==> src/rtl/sync_fifo.sv <==
// Single-clock show-ahead FIFO with occupancy flags.
// Holds per-request fetch context between read issue and data return.
module sync_fifo #(
    parameter int WIDTH     = 96,
    parameter int DEPTH     = 16,
    parameter int AF_MARGIN = 2,
    parameter int AE_LEVEL  = 1
) (
    input  logic             clk,
    input  logic             reset,
    input  logic [WIDTH-1:0] din,
    input  logic             wr,
    input  logic             rd,
    output logic [WIDTH-1:0] dout,
    output logic             full,
    output logic             empty,
    output logic             half_full,
    output logic             almost_full,
    output logic             almost_empty
);

    localparam int AW = $clog2(DEPTH);
    localparam int CW = AW + 1;

    localparam logic [CW-1:0] FULL_LVL = CW'(DEPTH);
    localparam logic [CW-1:0] HALF_LVL = CW'(DEPTH / 2);
    localparam logic [CW-1:0] AF_LVL   = CW'(DEPTH - AF_MARGIN);
    localparam logic [CW-1:0] AE_LVL   = CW'(AE_LEVEL);

    logic [WIDTH-1:0] mem [DEPTH];
    logic [AW-1:0]    wr_ptr;
    logic [AW-1:0]    rd_ptr;
    logic [CW-1:0]    count;

    logic do_rd;
    logic do_wr;

    // A pop frees the slot in the same edge, so a full FIFO still accepts.
    assign do_rd = rd && !empty;
    assign do_wr = wr && (!full || do_rd);

    always_ff @(posedge clk) begin
        if (!reset) begin
            wr_ptr <= '0;
            rd_ptr <= '0;
            count  <= '0;
        end else begin
            if (do_wr) begin
                wr_ptr <= wr_ptr + 1'b1;
            end
            if (do_rd) begin
                rd_ptr <= rd_ptr + 1'b1;
            end
            unique case ({do_wr, do_rd})
                2'b10:   count <= count + 1'b1;
                2'b01:   count <= count - 1'b1;
                default: count <= count;
            endcase
        end
    end

    always_ff @(posedge clk) begin
        if (reset && do_wr) begin
            mem[wr_ptr] <= din;
        end
    end

    assign dout = mem[rd_ptr];

    // Flags look only at registered occupancy; no path from wr/rd.
    assign full         = (count == FULL_LVL);
    assign empty        = (count == '0);
    assign half_full    = (count >= HALF_LVL);
    assign almost_full  = (count >= AF_LVL);
    assign almost_empty = (count <= AE_LVL);

endmodule

==> config.mk <==
export PLATFORM = sky130hd
export DESIGN_NAME = sync_fifo
export DESIGN_NICKNAME = d
export VERILOG_FILES = /design/src/rtl/sync_fifo.sv
export SDC_FILE = /design/constraint.sdc
export NUM_CORES = 1
export LEC_CHECK = 0
export ABC_CLOCK_PERIOD_IN_PS = 18700
export CORE_MARGIN = 4
export CORE_UTILIZATION = 40
export DETAILED_ROUTE_END_ITERATION = 6
export SYNTH_ARGS = -nofsm -noshare
export SYNTH_HDL_FRONTEND = slang
export SYNTH_SLANG_ARGS = --single-unit
export TNS_END_PERCENT = 5
==> constraint.sdc <==
create_clock -name clk -period 18.7 [get_ports clk]
set_input_delay 3.74 -clock clk [delete_from_list [all_inputs] [get_ports clk]]
set_output_delay 3.74 -clock clk [all_outputs]
set_load 0.01 [all_outputs]
Word-level counts from Yosys, hierarchy flattened

Memory sizes are Yosys's and may differ from the RTL's. A register that Yosys moved wholly into a read port is not among the register bits.
Index checks and enable logic that the tools add are counted.
Widths: inputs -> output; s select.

Bits in registers: 13
Memory bits (writable): 1536
Word-level logic and storage cells: 27
Memories: 1

Reduce and logical (&&, ||, !) cells: 8
Mux-type cells: 5
Add/sub/neg operators: 4
Eq/ne operators: 3
Magnitude comparators: 3

Memory list:

| memory | depth | bits a word | rd ports | clocked after memory_dff | wr ports | line | text |
|---|---|---|---|---|---|---|---|
| mem    | 16    | 96          | 1        | 1                        | 1        | 30   | `logic [WIDTH-1:0] mem [DEPTH];` |

Operators by type and width:

| kind                | count |
|---|---|
| $ge 5x4->1 const B  | 2 |
| $pmux 5 s2          | 1 |
| $add 4x1->4 const B | 2 |
| $mux 4              | 2 |
| $add 5x1->5 const B | 1 |
| $eq 5x5->1 const B  | 1 |
| $le 5x1->1 const B  | 1 |
| $logic_not 5->1     | 1 |
| $sub 5x1->5 const B | 1 |
| $logic_and 1x1->1   | 3 |
| $eq 2x1->1 const B  | 1 |
| $eq 2x2->1 const B  | 1 |
| $logic_not 1->1     | 2 |
| $mux 1              | 2 |
| $reduce_bool 2->1   | 1 |
| $logic_or 1x1->1    | 1 |

Logic depth before layout (Yosys ltp)

Gate-level depths: netlist of run 1.

Depth in word-level cells: 8
Depth in mapped cells: 8
Mapped depth without buffers: 7

Worst setup path after synthesis of run 1

No wires, ideal clock.

Path type: input -> register
Start: input reset
End: memory mem[0][0] (enable)
Library setup time: 0.552 ns
Path slack: 9.692 ns
Stages on the path: 4
Data required time: 18.148 ns
Data arrival time: 8.457 ns
Buffers on the path: 1
Cell sequence: clkbuf_1 -> inv_1 -> or3_1 -> nor2_1

Word-level cells in the longest chain between the ends: 3

Ends and longest elaborated chain:

| item                         | line | text |
|---|---|---|
| start: declaration           | 10   | `input logic reset,` |
| $logic_and 1x1->1            | 63   | `if (reset && do_wr) begin` |
| $mux 1                       | 63   |  |
| $mux 1 (implied by the code) | 64   | `mem[wr_ptr] <= din;` |
| end: declaration             | 30   |  |

Every way passes these cells.

==> qor.yml, run 1 <==
floorplanning:
  row_count: 139
  fp.dieArea_mm2: 0.152
  die_w_um: 389
  dieHeight_um: 389
  pin_count: 201
  core_mm2: 0.144
  start_util_pct: 40.4
global_routing:
  grt_pass1_wl_mm: 201
  grt-ovfl-total: 0
  grt_pass1_vias: 28658
  use_met2_pct: 31.5
  use_met1_pct: 24.0
  grt_max_degree: 115
  antenna_found_initial: 20
  grt.met3_usage_pct: 3.86
  grt_usage_pct: 18.3
  busiest_layer: "met2"
yosys:
  synth.yosys.seq_area_share_pct: 79.8
  synthTopCellsByCount: "1536 x edfxtp_1, 384 x mux4_2, 192 x a22oi_1"
  syn_area_mm2: 0.0582
  synthTopCellsByArea: "edfxtp_1 79%, mux4_2 15%, a22oi_1 2.5%"
  synth_cells: 2470
  synth.top_cell.area_share_pct: 79.3
  ys_types: 43
  yosysTopAreaCell: "edfxtp_1"
  synthArstFlopShare_pct: 0
  avgSynthCellArea_um2: 23.6
  ys_seq_elements: 1553
  synth-edff-count: 1536
  synth_nets: 2579
  synth-warning-count: 0
  synth.most_common_cell: "edfxtp_1"
  synthFlopType: "edfxtp_1"
drt:
  avgRoutedWirePerCell_um: 28.9
  via_per_inst: 5.61
  route.detailed.drc: 0
  vias: 26900
  drtAntennaViolNets: 0
  routed_wl_mm: 139
  first_pass_iters: 5
  dr.first_iter.drc_count: 2740
hold_path:
  holdCritStartpoint: "count[4]$_SDFFE_PN0P_"
  hold_class: "reg2reg"
  hold_depth: 2
  worstHoldEndpoint: "count[4]$_SDFFE_PN0P_"
timing:
  post-route-min-period_ns: 8.48
  drv_slew: 0
  setup_ws_ns: 10.22
  fin_crit_sh_pct: 45.3
  max_slew_margin_pct: 18.4
  tightest_slew_ns: 1.22
  fin_setup_tns_ns: 0
  fin_worst_skew_ns: 0.0176
  hold_viol: 0
  rsz0062_at_grt: "no"
  final-setup-viol-count: 0
  fmax_ghz: 0.118
setup_path:
  reg2regPathDepth: 7
  cp-start-kind: "register"
  cp_max_fo: 92
  critPathRequiredTime_ns: 14.96
  r2r_slack_ns: 14.71
  criticalPathCategory: "reg2out"
  r2r_start: "count[0]$_SDFFE_PN0P_"
  r2r_end: "mem[8][69]$_DFFE_PP_"
  endpoint_kind: "output pin"
  crit_arrival_ns: 4.74
cts:
  post-cts-setup-buffers: 0
  path_clk_slew_ns: 0.07
  cts-resized-gates: 0
  numClockSinks: 1553
  holdBufCountCts: 0
  clkLatencyLatePin_ns: 0.77
  cts_buffers: 159
  cts_max_level: 4
  clock_path_buffers: 3
  cts_tree: "done"
  root_buffer: "clkbuf_16"
layout:
  utilization_pct: 47.0
  syn_to_final_growth_pct: 16.3
  drive_above_1_share_pct: 24.1
  instances_no_fill: 4793
  finalNetCount: 2858
  fill_cells: 11711
placed_design:
  pre_cts_slack_ns: 10.85
  io_buffers: 200
  dp_cells: 4491
  gp_congestion: 0.703
  dp_hpwl_mm: 68.5
outcome:
  outcome: "complete, no violations"
power_and_ir_drop:
  vdd.ir_drop.worst_mv: 0.0919
  power-per-cell-area_mw_per_mm2: 122
  p_leak_uw: 0.0207
job:
  cap_violations: 0
## state kept, by name, summed over array words and instances, names as in the netlist, named ones only
register,count
rd_ptr,4
wr_ptr,4
count,5
mem,1536
## placed cells by master (no fill, tap or decap), types with 2 or more instances in the layout
cell type / synthesis / layout
diode_2: 0 / 8
clkbuf_16: 0 / 163
xor2_1: 4 / 4
buf_4: 0 / 51
nand2_1: 106 / 106
nand3b_1: 2 / 2
buf_12: 0 / 2
clkinv_2: 0 / 33
mux4_2: 384 / 384
clkinv_8: 1 / 4
nand4_1: 2 / 2
inv_6: 0 / 13
clkinv_4: 0 / 2
nor3_1: 5 / 5
and3_1: 2 / 2
ha_1: 9 / 9
clkdlybuf4s50_1: 0 / 200
nor2_4: 1 / 18
nand3_1: 8 / 8
dfxtp_4: 0 / 2
clkinv_1: 0 / 37
clkbuf_1: 82 / 28
a22oi_1: 192 / 192
edfxtp_1: 1536 / 1536
inv_1: 8 / 8
mux2i_1: 3 / 3
a21oi_1: 3 / 3
dfxtp_1: 17 / 15
nor2_1: 28 / 11
nor2b_4: 0 / 2
bufinv_16: 0 / 12
## power breakdown
part / total [uW] / leakage [uW] / switching [uW] / internal [uW]
combinational: 1300 / 0.00422 / 606 / 692
sequential: 3900 / 0.0140 / 36.8 / 3870
clock: 3070 / 0.00250 / 1300 / 1770
total: 8270 / 0.0207 / 1940 / 6330
## stage by stage
stage          total power (uW)  hold WS [ns]  instance area [um2]
2_1_floorplan              4880         0.460                58200
3_3_place_gp               5280         0.481                62600
3_5_place_dp               5310         0.508                62600
4_1_cts                    8380         0.517                67700
5_1_grt                    8620         0.548                67700
6_report                   8270         0.520                67700
## worst max path at each step
stage | from | end | slack (ns)
after detailed placement | register | dout[58] | 10.85
after CTS | register | dout[65] | 9.95
after floorplan | reset | mem[0][0]$_DFFE_PP_ | 9.69
after global placement | register | dout[59] | 10.86
final | register | dout[65] | 10.22
after global routing | register | dout[42] | 9.71
## worst max-delay path, stage by stage, from the launching register on
cell and delay, ns:
dfxtp_4 0.70, buf_12 0.60, buf_4 1.00, mux4_2 0.61, a22oi_1 0.25, nand2_1 0.11, clkdlybuf4s50_1 0.54
## cell families (layout without fill, tap and decap cells)
kind of cell / count (synthesis) / count (layout) / share of synthesized area [%]
mux: 387 / 387 / 14.9
other cells: 0 / 8 / 0
flops: 1553 / 1553 / 79.8
xor+xnor: 5 / 5 / 0.0752
buf+inv: 144 / 556 / 1.07
fa+ha+maj: 9 / 9 / 0.193
compound gates: 206 / 206 / 2.69
simple gates: 166 / 166 / 1.23
## metal layers
layer	vias to the layer above	share of wire [%]
met3	188	6.4
met4	14	1.6
met2	858	52
met5	-	0.065
met1	14641	40
li1	11199	-
## cell type report
type / instances / area, um2 / share of cell area [%]
Antenna cell: 8 / 20.0 / 0.0296
Inverter: 9 / 46.3 / 0.0684
Sequential cell: 1553 / 46500 / 68.7
Timing Repair Buffer: 253 / 2420 / 3.58
Multi-Input combinational cell: 773 / 11300 / 16.6
Clock inverter: 102 / 872 / 1.29
Tap cell: 1903 / 2380 / 3.52
Clock buffer: 192 / 4200 / 6.20
Note: power is estimated with default switching activity, not from simulation.
==> run 2, diff against run 1 <==
--- a/config.mk
+++ b/config.mk
@@ -5,7 +5,7 @@
 export SDC_FILE = /design/constraint.sdc
 export NUM_CORES = 1
 export LEC_CHECK = 0
-export ABC_CLOCK_PERIOD_IN_PS = 18700
+export ABC_CLOCK_PERIOD_IN_PS = 7300
 export CORE_MARGIN = 4
 export CORE_UTILIZATION = 40
 export DETAILED_ROUTE_END_ITERATION = 6
==> constraint.sdc (replaced) <==
create_clock -name clk -period 7.3 [get_ports clk]
set_input_delay 1.46 -clock clk [delete_from_list [all_inputs] [get_ports clk]]
set_output_delay 1.46 -clock clk [all_outputs]
set_load 0.01 [all_outputs]
==> qor.yml, run 2 (synthesis gave the netlist of run 1 again) <==
outcome:
  outcome: "complete, no violations"
cts:
  numClockSinks: 1553  # unchanged
  path_clk_slew_ns: 0.06  # about the same
  cts_max_level: 4  # unchanged
  cts_tree: "done"
  clock_path_buffers: 3  # unchanged
  root_buffer: "clkbuf_16"
  post-cts-setup-buffers: 0  # unchanged
  clkLatencyLatePin_ns: 0.76  # about the same
  cts_buffers: 155  # -2.5%
  cts-resized-gates: 0  # unchanged
  holdBufCountCts: 0  # unchanged
placed_design:
  gp_congestion: 0.702  # -0.23%
  dp_cells: 4487  # -0.089%
  dp_hpwl_mm: 66.6  # -2.8%
  io_buffers: 200  # unchanged
  placed_cell_area_mm2: 0.0629  # +0.49%
timing:
  fin_worst_skew_ns: 0.0221  # +0.00445 ns
  max_slew_margin_pct: 22.5  # +4.1 points
  rsz0062_at_grt: "no"
  drv_slew: 0  # unchanged
  final-setup-viol-count: 0  # unchanged
  fin_crit_sh_pct: 73.9
  hold_viol: 0  # unchanged
  fmax_ghz: 0.185
  fin_setup_tns_ns: 0  # unchanged
  tightest_slew_ns: 1.16  # -0.0589 ns
  post-route-min-period_ns: 5.40
drt:
  route.detailed.drc: 0  # unchanged
  drtAntennaViolNets: 0  # unchanged
  via_per_inst: 5.58  # -0.49%
  first_pass_iters: 7  # +2
  vias: 26684  # -0.80%
  routed_wl_mm: 134  # -3.6%
  avgRoutedWirePerCell_um: 28.0  # -3.3%
  dr.first_iter.drc_count: 2302  # -16%
global_routing:
  grt_usage_pct: 17.7  # -0.63 points
  grt-ovfl-total: 0  # unchanged
  grt_max_degree: 97  # -16%
  grt_pass1_wl_mm: 196  # -2.3%
  antenna_found_initial: 23  # +15%
  grt_pass1_vias: 28599  # -0.21%
job:
  cap_violations: 0  # unchanged
power_and_ir_drop:
  combinationalPowerShare_pct: 15.9  # +0.2 points
  p_sw_uw: 4920  # +150%
  power-per-cell-area_mw_per_mm2: 310  # +150%
  power.share.clock_pct: 36.4  # -0.7 points
  vdd.ir_drop.worst_mv: 0.225  # +150%
  p_leak_uw: 0.0207  # -0.21%
  power.internal_uw: 16100  # +150%
  seqPwrFrac_pct: 47.7  # +0.5 points
  switching_share_pct: 23.4  # -0.074 points
  finalPower_uw: 21000  # +150%
setup_path:
  path_cells: "buf_4 -> mux4_2 -> a22oi_1 -> nand2_1 -> clkdlybuf4s50_1"
  crit_family: "buffers and inverters"
  slowest_delay_ns: 0.92  # -0.08 ns
  path_buf_inv: 2  # -1
  critPathSlowestCell: "dfxtp_4"
  cp-start-kind: "register"
  criticalPathCategory: "reg2out"
  critPathRequiredTime_ns: 5.84  # -9.12 ns
  cp_max_fo: 40  # -57%
  endpoint_kind: "output pin"
  crit_arrival_ns: 3.94  # -0.80 ns
floorplanning:
  start_util_pct: 40.4  # unchanged
  dieHeight_um: 389  # unchanged
  row_count: 139  # unchanged
  fp.dieArea_mm2: 0.152  # unchanged
  core_mm2: 0.144  # unchanged
  pin_count: 201  # unchanged
  die_w_um: 389  # unchanged
layout:
  syn_to_final_growth_pct: 16.5
  largest_reg_flops: 1536  # unchanged
  layout_commonest_cell: "edfxtp_1"
  reg_top3: "mem: 1536 flops, count: 5 flops"
  design_area_mm2: 0.0678  # +0.16%
  finalNetCount: 2850  # -0.28%
  drive_above_1_share_pct: 23.6  # -0.57 points
  instances_no_fill: 4778  # -0.31%
  layout_common_cells: "1536 x edfxtp_1, 384 x mux4_2, 200 x clkdlybuf4s50_1"
  regMostFlops: "mem"
hold_path:
  hold_class: "reg2reg"
==> run 2: cell count changes in the layout (fill, tap and decap cells not counted), moves of 2 or more <==
cell / delta
buf_12: +27
buf_4: -31
clkbuf_1: +3
clkbuf_16: -3
clkinv_1: +2
clkinv_2: -3
clkinv_8: -2
inv_6: -6
==> run 2: worst paths after layout <==
kind	from	end	slack, ns	cells past startpoint
worst max-delay path	register	dout[7]	1.90	5
worst min-delay path	rd_ptr[1]$_SDFFE_PN0N_	register	0.50	2
worst max register to register	count[0]$_SDFFE_PN0P_	mem[4][66]$_DFFE_PP_	3.82	7
worst min register to register	rd_ptr[1]$_SDFFE_PN0N_	register	0.50	2
==> run 2: worst reg2reg max path, delay by kind of cell (launching register included) <==
kind | cells | cell delay (ns)
AOI/OAI and AO/OA | 1 | 0.30
adders and majority gates | 1 | 0.25
buffers and inverters | 2 | 0.57
DFF | 1 | 0.48
and+or+nand+nor | 3 | 1.53
==> run 2: power by group through the flow <==
stage,logic [uW],clock network (uW),registers (uW)
floorplan,2370,0,10100
global placement,3400,0,10200
detailed placement,3440,0,10200
CTS,3450,7830,10000
global route,3640,8190,10000
finish,3350,7640,10000
==> run 2: routing by layer <==
metal	part of all wire (%)	vias up	track usage [%]
li1	-	11179	-
met1	41	14481	23.4
met2	51	798	29.9
met3	6.1	214	3.75
met4	2.1	12	4.98
met5	0.060	-	0
==> run 2: final cells by class <==
class                           count  area (um2)
Timing Repair Buffer              249        2730
Clock inverter                     92         752
Multi-Input combinational cell    773       11300
Antenna cell                        8        20.0
Fill cell                       11638       76200
Tap cell                         1903        2380
Sequential cell                  1553       46500
Inverter                            9        46.3
Clock buffer                      191        4120
==> run 2: metrics by stage <==
stage	util [%]	worst slack (ns)	hold WS, ns
CTS	47.1	1.74	0.499
floorplan	-	0.572	0.460
global placement	43.7	2.59	0.465
finish	47.1	1.90	0.496
detailed placement	43.7	2.57	0.490
global route	47.1	1.59	0.542
